$ cat src/rtl/frame_seq_pkg.sv
// Shared types and constants for the frame FIFO sequencer.
//   state_t       : sequencer FSM states
//   HDR_*         : header word layout {magic, frame_count[15:0], timestamp}
package frame_seq_pkg;

  typedef enum logic [2:0] {
    S_IDLE,
    S_HUNT,
    S_HEADER,
    S_DATA,
    S_DROP
  } state_t;

  localparam logic [15:0] HDR_MAGIC_DEFAULT = 16'hA5C3;
  localparam int          HDR_MAGIC_LSB     = 48;
  localparam int          HDR_FC_LSB        = 32;
  localparam int          HDR_TS_LSB        = 0;

endpackage

$ cat src/rtl/frame_fifo_sequencer_sat_counter.sv
// Saturating up-counter.
//   clk, rstn : clock, async active-low reset
//   inc       : increment request (ignored once count is all-ones)
//   count     : current value
module sat_counter #(
  parameter int WIDTH = 16
) (
  input  logic             clk,
  input  logic             rstn,
  input  logic             inc,
  output logic [WIDTH-1:0] count
);

  always_ff @(posedge clk or negedge rstn) begin
    if (!rstn)                    count <= '0;
    else if (inc && count != '1)  count <= count + 1'b1;
  end

endmodule

$ cat src/rtl/frame_fifo_sequencer.sv
// Frames source sample words into packets for the packer FIFO:
// one header word followed by cfg_frame_words data words. A frame is admitted
// only if the packer FIFO can hold the whole packet plus a margin; otherwise
// the whole frame is consumed and dropped.
//   clk, rstn            : clock, async active-low reset
//   enable               : run control (frames in flight always complete)
//   cfg_frame_words/mask : frame length (0 -> 1) and last-word channel mask
//   src_*                : source stream, transfers on src_valid && src_ready
//   fifo_full/count      : packer FIFO status
//   fifo_write_*, fifo_channel_mask, fifo_packet_end_flag : registered packer write
//   frame_count, drop_count, sync_err_count, overflow_sticky, busy : status
module frame_fifo_sequencer
  import frame_seq_pkg::*;
#(
  parameter int          FIFO_DEPTH      = 256,
  parameter int          MAX_FRAME_WORDS = 255,
  parameter int          ADMIT_MARGIN    = 2,
  parameter logic [15:0] HEADER_MAGIC    = HDR_MAGIC_DEFAULT
) (
  input  logic        clk,
  input  logic        rstn,
  input  logic        enable,
  input  logic [7:0]  cfg_frame_words,
  input  logic [3:0]  cfg_last_mask,
  input  logic        src_valid,
  input  logic        src_first,
  input  logic [63:0] src_data,
  output logic        src_ready,
  input  logic        fifo_full,
  input  logic [8:0]  fifo_count,
  output logic        fifo_write_en,
  output logic [63:0] fifo_write_data,
  output logic [3:0]  fifo_channel_mask,
  output logic        fifo_packet_end_flag,
  output logic [31:0] frame_count,
  output logic [15:0] drop_count,
  output logic [15:0] sync_err_count,
  output logic        overflow_sticky,
  output logic        busy
);

  state_t      r_state, w_next;
  logic [31:0] r_ts;
  logic [63:0] r_hold;
  logic [7:0]  r_left;       // data words still to accept after the held first word
  logic [3:0]  r_last_mask;

  logic        w_accept, w_first_acc, w_fits, w_admit, w_drop, w_sync_err, w_last;
  logic [7:0]  w_len;
  logic [10:0] w_need;
  logic [63:0] w_hdr;
  state_t      w_done_state;

  always_comb begin
    w_len = cfg_frame_words;
    if (cfg_frame_words == 8'd0)                      w_len = 8'd1;
    else if (cfg_frame_words > 8'(MAX_FRAME_WORDS))   w_len = 8'(MAX_FRAME_WORDS);
  end

  // Compare occupancy + packet + margin against depth so nothing can underflow.
  assign w_need      = 11'(fifo_count) + 11'(w_len) + 11'(1 + ADMIT_MARGIN);
  assign w_fits      = (w_need <= 11'(FIFO_DEPTH));
  assign w_accept    = src_valid && src_ready;
  assign w_first_acc = (r_state == S_HUNT) && enable && w_accept && src_first;
  assign w_admit     = w_first_acc && w_fits;
  assign w_drop      = w_first_acc && !w_fits;
  assign w_sync_err  = (r_state == S_HUNT) && enable && w_accept && !src_first;
  assign w_last      = (r_left == 8'd1);
  assign w_done_state = enable ? S_HUNT : S_IDLE;

  assign src_ready = (r_state == S_HUNT) || (r_state == S_DATA) || (r_state == S_DROP);
  assign busy      = (r_state != S_IDLE);

  always_comb begin
    w_hdr = '0;
    w_hdr[HDR_MAGIC_LSB +: 16] = HEADER_MAGIC;
    w_hdr[HDR_FC_LSB    +: 16] = frame_count[15:0];
    w_hdr[HDR_TS_LSB    +: 32] = r_ts;
  end

  always_comb begin
    w_next = r_state;
    case (r_state)
      S_IDLE:   if (enable) w_next = S_HUNT;
      S_HUNT: begin
        if (!enable)     w_next = S_IDLE;
        else if (w_admit) w_next = S_HEADER;
        else if (w_drop)  w_next = (w_len == 8'd1) ? S_HUNT : S_DROP;
      end
      S_HEADER: w_next = (r_left == 8'd0) ? w_done_state : S_DATA;
      S_DATA,
      S_DROP:   if (w_accept && w_last) w_next = w_done_state;
      default:  w_next = S_IDLE;
    endcase
  end

  always_ff @(posedge clk or negedge rstn) begin
    if (!rstn) begin
      r_state              <= S_IDLE;
      r_ts                 <= '0;
      r_hold               <= '0;
      r_left               <= '0;
      r_last_mask          <= '0;
      fifo_write_en        <= 1'b0;
      fifo_write_data      <= '0;
      fifo_channel_mask    <= '0;
      fifo_packet_end_flag <= 1'b0;
      frame_count          <= '0;
      overflow_sticky      <= 1'b0;
    end else begin
      r_state              <= w_next;
      r_ts                 <= r_ts + 32'd1;
      fifo_write_en        <= 1'b0;
      fifo_packet_end_flag <= 1'b0;
      if (fifo_write_en && fifo_full) overflow_sticky <= 1'b1;
      case (r_state)
        S_HUNT: begin
          if (w_admit) begin
            // Header is registered on the admission edge so the held first
            // word follows it back-to-back; it carries the pre-increment count.
            r_hold            <= src_data;
            r_left            <= w_len - 8'd1;
            r_last_mask       <= cfg_last_mask;
            frame_count       <= frame_count + 32'd1;
            fifo_write_en     <= 1'b1;
            fifo_write_data   <= w_hdr;
            fifo_channel_mask <= 4'hF;
          end else if (w_drop) begin
            r_left <= w_len - 8'd1;
          end
        end
        S_HEADER: begin
          fifo_write_en        <= 1'b1;
          fifo_write_data      <= r_hold;
          fifo_channel_mask    <= (r_left == 8'd0) ? r_last_mask : 4'hF;
          fifo_packet_end_flag <= (r_left == 8'd0);
        end
        S_DATA: begin
          if (w_accept) begin
            fifo_write_en        <= 1'b1;
            fifo_write_data      <= src_data;
            fifo_channel_mask    <= w_last ? r_last_mask : 4'hF;
            fifo_packet_end_flag <= w_last;
            r_left               <= r_left - 8'd1;
          end
        end
        S_DROP: if (w_accept) r_left <= r_left - 8'd1;
        default: ;
      endcase
    end
  end

  sat_counter #(.WIDTH(16)) u_drop_cnt (
    .clk(clk), .rstn(rstn), .inc(w_drop), .count(drop_count)
  );

  sat_counter #(.WIDTH(16)) u_sync_cnt (
    .clk(clk), .rstn(rstn), .inc(w_sync_err), .count(sync_err_count)
  );

endmodule

$ cat config.mk
export PLATFORM = sky130hd
export DESIGN_NAME = frame_fifo_sequencer
export DESIGN_NICKNAME = d
export VERILOG_FILES = /design/src/rtl/frame_seq_pkg.sv /design/src/rtl/frame_fifo_sequencer_sat_counter.sv /design/src/rtl/frame_fifo_sequencer.sv
export SDC_FILE = /design/constraint.sdc
export NUM_CORES = 1
export LEC_CHECK = 0
export CAP_MARGIN = 20
export CELL_PAD_IN_SITES_DETAIL_PLACEMENT = 1
export CELL_PAD_IN_SITES_GLOBAL_PLACEMENT = 2
export CORE_MARGIN = 2
export CORE_UTILIZATION = 31
export CTS_CLUSTER_SIZE = 20
export DETAILED_ROUTE_END_ITERATION = 7
export GPL_ROUTABILITY_DRIVEN = 0
export PLACE_DENSITY = 0.86
export SYNTH_ARGS = -nofsm -noshare
export SYNTH_HDL_FRONTEND = slang
export SYNTH_SLANG_ARGS = --single-unit
$ cat constraint.sdc
create_clock -name clk -period 2 [get_ports clk]
set_input_delay 0.4 -clock clk [delete_from_list [all_inputs] [get_ports clk]]
set_output_delay 0.4 -clock clk [all_outputs]
set_load 0.05 [all_outputs]
; Word-level counts from Yosys, hierarchy flattened
; Cells that the tools add are included.
[totals]
wordCells = 92
ram_bits = 0
reg_bits = 246
input_bits = 91
romBits = 0
latch_bits = 0
n_memories = 0
[op_classes]
n_shift = 0
mux = 28
n_addsub = 8
n_mul = 0
order_cmp = 2
div_mod_pow = 0
reduce_logical = 26
n_bitwise = 0
eq_ne = 15
[op_table]
columns = operator, n
row1 = 64-bit one-hot mux with 3 select lines, 1
row2 = 64-bit two-way mux, 2
row3 = "32-bit by 1-bit adder with 32-bit output, second input constant", 2
row4 = 8-bit two-way mux, 5
row5 = "16-bit by 1-bit adder with 16-bit output, second input constant", 2
row6 = "16-bit inequality test, second input constant", 2
row7 = 3-bit two-way mux, 6
row8 = "8-bit by 1-bit equality test with 1-bit output, second input constant", 2
row9 = 8-bit logical NOT, 2
row10 = 4-bit two-way mux, 4
row11 = 8-bit one-hot mux with 2 select lines, 1
row12 = "8-bit by 1-bit subtractor with 8-bit output, second input constant", 2
row13 = 3-bit one-hot mux with 4 select lines, 1
row14 = 4-bit one-hot mux with 3 select lines, 1
row15 = "10-bit by 2-bit adder with 11-bit output, second input constant", 1
row16 = "11-bit by 9-bit <= comparator with 1-bit output, second input constant", 1
row17 = 1-bit logical AND, 11
row18 = 9-bit by 8-bit adder with 10-bit output, 1
row19 = 3-bit AND reduction, 3
row20 = "8-bit greater-than comparator, second input constant", 1
row21 = "3-bit by 2-bit equality test with 1-bit output, second input constant", 2
row22 = "2-bit inequality test, second input constant", 3
row23 = 3-bit nonzero test, 2
row24 = 1-bit two-way mux, 4
row25 = 14 further kinds, 17

; Depth between registers and ports, before layout
[depth]
word_depth = 12
depth_mapped = 17

; Modules after synthesis
; Synthesis repeated with hierarchy kept, for this count alone.
[unflattened]
cells_unflattened = 1245
area_unflattened_um2 = 12475.7
[modules_own_cells]
columns = mod, area_each_um2, cells_each, n_inst
row1 = frame_fifo_sequencer, 10756.6, 1101, 1
row2 = sat_counter, 859.6, 72, 2

; Worst setup path before layout
; No wires, ideal clock.
[synth_path]
path_kind = input -> register
start = input cfg_frame_words[4]
end = register fifo_write_data[48]
cell_stages = 15
t_arrival_ps = 3438
path_slack_ps = -1563
n_path_buf = 1
setup_time_ps = 125
path_cell_list = nor4_1 a21o_1 inv_1 ha_1 inv_1 ha_1 inv_1 fa_1 xor2_1 nand3_1 a2111oi_2 a31oi_2 o21ai_4 buf_6 mux2_2
[synth_via]
elab_chain_cells = 9
[synth_rtl]
columns = element, line_no
row1 = from (decl), frame_fifo_sequencer.sv:23  ; input logic [7:0] cfg_frame_words,
row2 = 8-bit greater-than comparator, frame_fifo_sequencer.sv:57  ; else if (cfg_frame_words > 8'(MAX_FRAME_WORDS)) w_len = 8'(MAX_FRAME_WORDS);
row3 = 8-bit two-way mux, frame_fifo_sequencer.sv:57
row4 = 8-bit two-way mux *, frame_fifo_sequencer.sv:56  ; if (cfg_frame_words == 8'd0) w_len = 8'd1;
row5 = 9-bit by 8-bit adder with 10-bit output *, frame_fifo_sequencer.sv:61  ; assign w_need = 11'(fifo_count) + 11'(w_len) + 11'(1 + ADMIT_MARGIN);
row6 = 10-bit by 2-bit adder with 11-bit output *, frame_fifo_sequencer.sv:61
row7 = 11-bit by 9-bit <= comparator with 1-bit output *, frame_fifo_sequencer.sv:62  ; assign w_fits = (w_need <= 11'(FIFO_DEPTH));
row8 = 1-bit logical AND *, frame_fifo_sequencer.sv:65  ; assign w_admit = w_first_acc && w_fits;
row9 = 2-bit inequality test (no source line) *, n/a
row10 = 3-bit AND reduction (no source line) *, n/a
row11 = to (signal assigned), frame_fifo_sequencer.sv:126  ; fifo_write_data <= w_hdr;
row12 = to (signal assigned), frame_fifo_sequencer.sv:134  ; fifo_write_data <= r_hold;
row13 = to (signal assigned), frame_fifo_sequencer.sv:141  ; fifo_write_data <= src_data;
row14 = to (decl), frame_fifo_sequencer.sv:32  ; output logic [63:0] fifo_write_data,
; Mark *: on every way between the ends. The rest lies on a longest branch, timed or not.
; A chain may end at the register's enable or synchronous reset.

; Worst setup path in the final report
[layout_path]
start = input cfg_frame_words[5]
end = register r_hold[22]
[layout_via]
elab_chain_cells = 8
[layout_rtl]
columns = element, line_no
row1 = 8-bit greater-than comparator, frame_fifo_sequencer.sv:57
row2 = 8-bit two-way mux, frame_fifo_sequencer.sv:57
row3 = 8-bit two-way mux *, frame_fifo_sequencer.sv:56
row4 = 9-bit by 8-bit adder with 10-bit output *, frame_fifo_sequencer.sv:61
row5 = 10-bit by 2-bit adder with 11-bit output *, frame_fifo_sequencer.sv:61
row6 = 11-bit by 9-bit <= comparator with 1-bit output *, frame_fifo_sequencer.sv:62
row7 = 1-bit logical AND *, frame_fifo_sequencer.sv:65
row8 = 2-bit AND reduction (no source line) *, n/a
row9 = to (signal assigned), frame_fifo_sequencer.sv:121  ; r_hold <= src_data;
row10 = to (decl), frame_fifo_sequencer.sv:44  ; logic [63:0] r_hold;
; Marked as above.

==> results.sh <==
export IMPL_critPathKind="input pin to register"
export IMPL_synth_fp_nets=1205
export IMPL_syn_avg_cell_area_sq_um=11.3
export IMPL_dieArea_sq_mm=0.0412
export IMPL_finalCritPeriodShare=1.54
export IMPL_min_path_type="input pin to asynchronous set/reset pin"
export IMPL_antenna_found_initial=4
export IMPL_cpPeakStageDelay_ps=380
export IMPL_drtIter0Drc=312
export IMPL_vias_per_cell=4.97
export IMPL_drcViolationCount=0
export IMPL_endpoint="r_hold[22]$_DFFE_PN0P_"
export IMPL_rr_worst_depth=10
export IMPL_critPathBufInv=8
export IMPL_grt_usage=0.193
export IMPL_cp_max_fo=7
export IMPL_r2r_end="fifo_write_data[63]$_DFFE_PN0P_"
export IMPL_max_freq_mhz=324
export IMPL_crit_required_ps=2450
export IMPL_nNetsFinal=1575
export IMPL_syn_inst=1089
export IMPL_pin_count=228
export IMPL_hold_viol=0
export IMPL_p_leak_uw=0.00904
export IMPL_htree_levels=1
export IMPL_worst_slew_pin_slew_ps=701
export IMPL_vias=9935
export IMPL_cp_num_cells=19
export IMPL_cts_sinks=246
export IMPL_cts_root_buf="clkbuf_16"
export IMPL_fillers=4102
export IMPL_drive_gt1_frac=0.338
export IMPL_synth_edf_count=0
export IMPL_numCtsBuffers=29
export IMPL_slew_violations=0
export IMPL_startpoint="cfg_frame_words[5]"
export IMPL_cts_tree="built"
export IMPL_setup_viol=199
export IMPL_firstDrtPassIters=4
export IMPL_worstPathCellList="buf_8, nor4_4, a21o_1, inv_2, ha_4, inv_2, ha_4, inv_2, fa_2, xor2_2, nand3_2, a2111oi_4, a31oi_4, buf_6, nor2_4, buf_12, buf_8, buf_6, mux2_4"
export IMPL_worst_clock_skew_ps=11.8
export IMPL_outcome="finished with violations"
export IMPL_area_growth_pct=52.1
export IMPL_seq_area_frac_synth=0.502
export IMPL_grt_pass1_vias=10901
export IMPL_synthFlopType="dfrtp_1"
export IMPL_cp_top_family="buffers and inverters"
export IMPL_power_density_mw_per_mm2=1230
export IMPL_initial_utilization=0.316
export IMPL_ys_warn_count=0
export IMPL_grt_remaining_overflow=0
export IMPL_reg2reg_slack_ps=-230
export IMPL_r2r_start="r_state[0]$_DFFE_PN0P_"
export IMPL_detail_route_antenna_nets=0
export IMPL_synth_area_sq_mm=0.0123
export IMPL_cp_end_kind="register"
export IMPL_fin_hold_ws_ps=364
export IMPL_rsz0062_at_grt="yes"
export IMPL_clock_latency_ps=570
export IMPL_core_area_sq_mm=0.0388
export IMPL_ir_drop_v=0.000732
export IMPL_path_clk_slew_ps=60
export IMPL_finalCriticalPeriod_ps=3090
export IMPL_violations="setup timing"
export IMPL_ys_seq_elements=246
export IMPL_dieHeight_microns=203
export IMPL_final_setup_tns_ps=-186530
export IMPL_wl_per_cell_microns=20.5
export IMPL_max_cap_violations=0
export IMPL_arrival_ps=3540
export IMPL_routed_wl_microns=41000
export IMPL_crit_top_cell="inv_2"
export IMPL_start_kind="input pin"
export IMPL_grt_first_pass_wirelength_microns=63000
export IMPL_io_buffers=227
export IMPL_hpwl_microns=26500
export IMPL_max_slew_margin=0.533
export IMPL_setup_slack_ps=-1090
export IMPL_rows=72
export IMPL_synth_distinct_cells=58
export IMPL_grt_max_degree=64
export IMPL_async_flop_share=1.00
export IMPL_crit_slowest_cell="fa_2"
export IMPL_clock_path_buffers=3
export IMPL_die_width_microns=203
[power breakdown]
part / leakage [uW] / internal [uW] / total [uW] / switching, uW
clock network: 0.000511 / 3540 / 5770 / 2230
registers: 0.00319 / 6270 / 7240 / 969
logic: 0.00534 / 4600 / 10000 / 5410
[cell families after synthesis]
| group | share of synthesized area |
|---|---|
| fa+ha+maj | 0.0261 |
| xor+xnor | 0.0678 |
| mux | 0.169 |
| compound gates | 0.0606 |
| flops | 0.502 |
| simple gates | 0.138 |
| buf+inv | 0.0366 |
[worst register-to-register path: stages (launching register included)]
cell     delay [ps]
dfrtp_4         450
inv_4            50
nor4b_4         340
buf_4           190
nand3_4         130
o21ai_4         200
buf_6           130
buf_6           110
buf_16          110
buf_12          120
mux2_4          300
[sequential cells by signal (all words and copies together), names as in the netlist]
register,cells
overflow_sticky,1
r_left,8
r_hold,64
r_state,3
r_ts,32
fifo_write_data,64
r_last_mask,4
fifo_channel_mask,4
u_sync_cnt.count,16
frame_count,32
u_drop_cnt.count,16
fifo_packet_end_flag,1
fifo_write_en,1
[worst min-delay path by stage]
stage,startpoint,cells past startpoint,slack (ps),to
2_1_floorplan,rstn,0,100,fifo_channel_mask[0]$_DFFE_PN0P_
3_3_place_gp,rstn,1,370,fifo_write_data[6]$_DFFE_PN0P_
3_5_place_dp,rstn,1,370,fifo_write_data[6]$_DFFE_PN0P_
4_1_cts,rstn,2,350,r_ts[6]$_DFF_PN0_
5_1_grt,rstn,2,370,fifo_write_data[6]$_DFFE_PN0P_
6_report,rstn,2,360,fifo_write_data[6]$_DFFE_PN0P_
[metal layers]
layer	global-route usage	wire [microns]	vias up	part of all wire
li1	-	-	4581	-
met1	0.254	18200	5084	0.44
met2	0.327	20100	200	0.49
met3	0.0374	1650	64	0.040
met4	0.0448	991	6	0.024
met5	0	37	-	0.00090
[cell usage in the layout (no fill, tap or decap), drive strengths merged, types with 4 or more instances in the layout]
| cell | n |
|---|---|
| clkdlybuf4s50 | 80 |
| and4 | 9 |
| bufinv | 5 |
| or3 | 4 |
| mux2 | 127 |
| o22ai | 10 |
| and3 | 22 |
| nand2 | 98 |
| nand2b | 5 |
| nor3b | 8 |
| xnor2 | 51 |
| ha | 24 |
| dlygate4sd2 | 90 |
| clkdlybuf4s15 | 4 |
| nand3 | 55 |
| xor2 | 44 |
| inv | 32 |
| buf | 219 |
| clkbuf | 45 |
| clkinv | 6 |
| mux2i | 64 |
| and2 | 9 |
| a22oi | 10 |
| a21oi | 15 |
| a31oi | 5 |
| o21ai | 62 |
| dfrtp | 246 |
| nor4 | 5 |
| nor3 | 35 |
| nor2 | 37 |
| nand4 | 22 |
[final cells by class]
cell class                      instances  area, sq um  area share
Timing Repair Buffer                  399         3950       0.212
Clock inverter                         13          215      0.0115
Sequential cell                       246         6160       0.330
Tap cell                              518          648      0.0347
Antenna cell                            1         2.50    0.000134
Inverter                               31          119     0.00637
Clock buffer                           40          827      0.0443
Multi-Input combinational cell        752         6730       0.361
[timing repair]
action                                 in CTS  in global routing
cloned                                      8                  4
gates resized for setup                   288                 61
buffers inserted                           37                  5
hold buffers                                1                  0
setup endpoints to repair                 301                218
endpoints found under the hold margin      43                  0
pin swaps                                  49                 31
[per-stage QoR]
stage                     total power [uW]  utilization  cells  instance area [sq um]  worst slack [ps]
after floorplan                      12400            -   1089                  12600             -1270
after global placement               15400        0.417   1895                  16200             -1910
after detailed placement             15700        0.417   1895                  16200             -2030
after CTS                            22700        0.472   1994                  18300             -1140
after global routing                 24100        0.481   2000                  18700             -1190
final                                23000        0.481   2000                  18700             -1090
[synth_stat cells, types with 7 or more instances]
library cell	n	area, sq um
and3_1	22	138
mux2i_1	64	641
a21oi_1	14	70.1
and2_1	9	56.3
dfrtp_1	246	6160
nand3_1	54	270
buf_4	7	52.6
and4_1	9	78.8
mux2_1	7	78.8
nor3_2	11	110
xor2_1	44	385
mux2_2	120	1350
buf_1	12	45.0
a22oi_1	10	75.1
o21ai_0	61	305
inv_1	31	116
buf_6	10	113
clkbuf_1	26	97.6
nor3_1	24	120
o22ai_1	10	62.6
nor2_1	36	135
nand2_1	98	368
ha_1	24	300
xnor2_1	51	447
nand4_1	22	138
(Power assumes the default switching activity.)
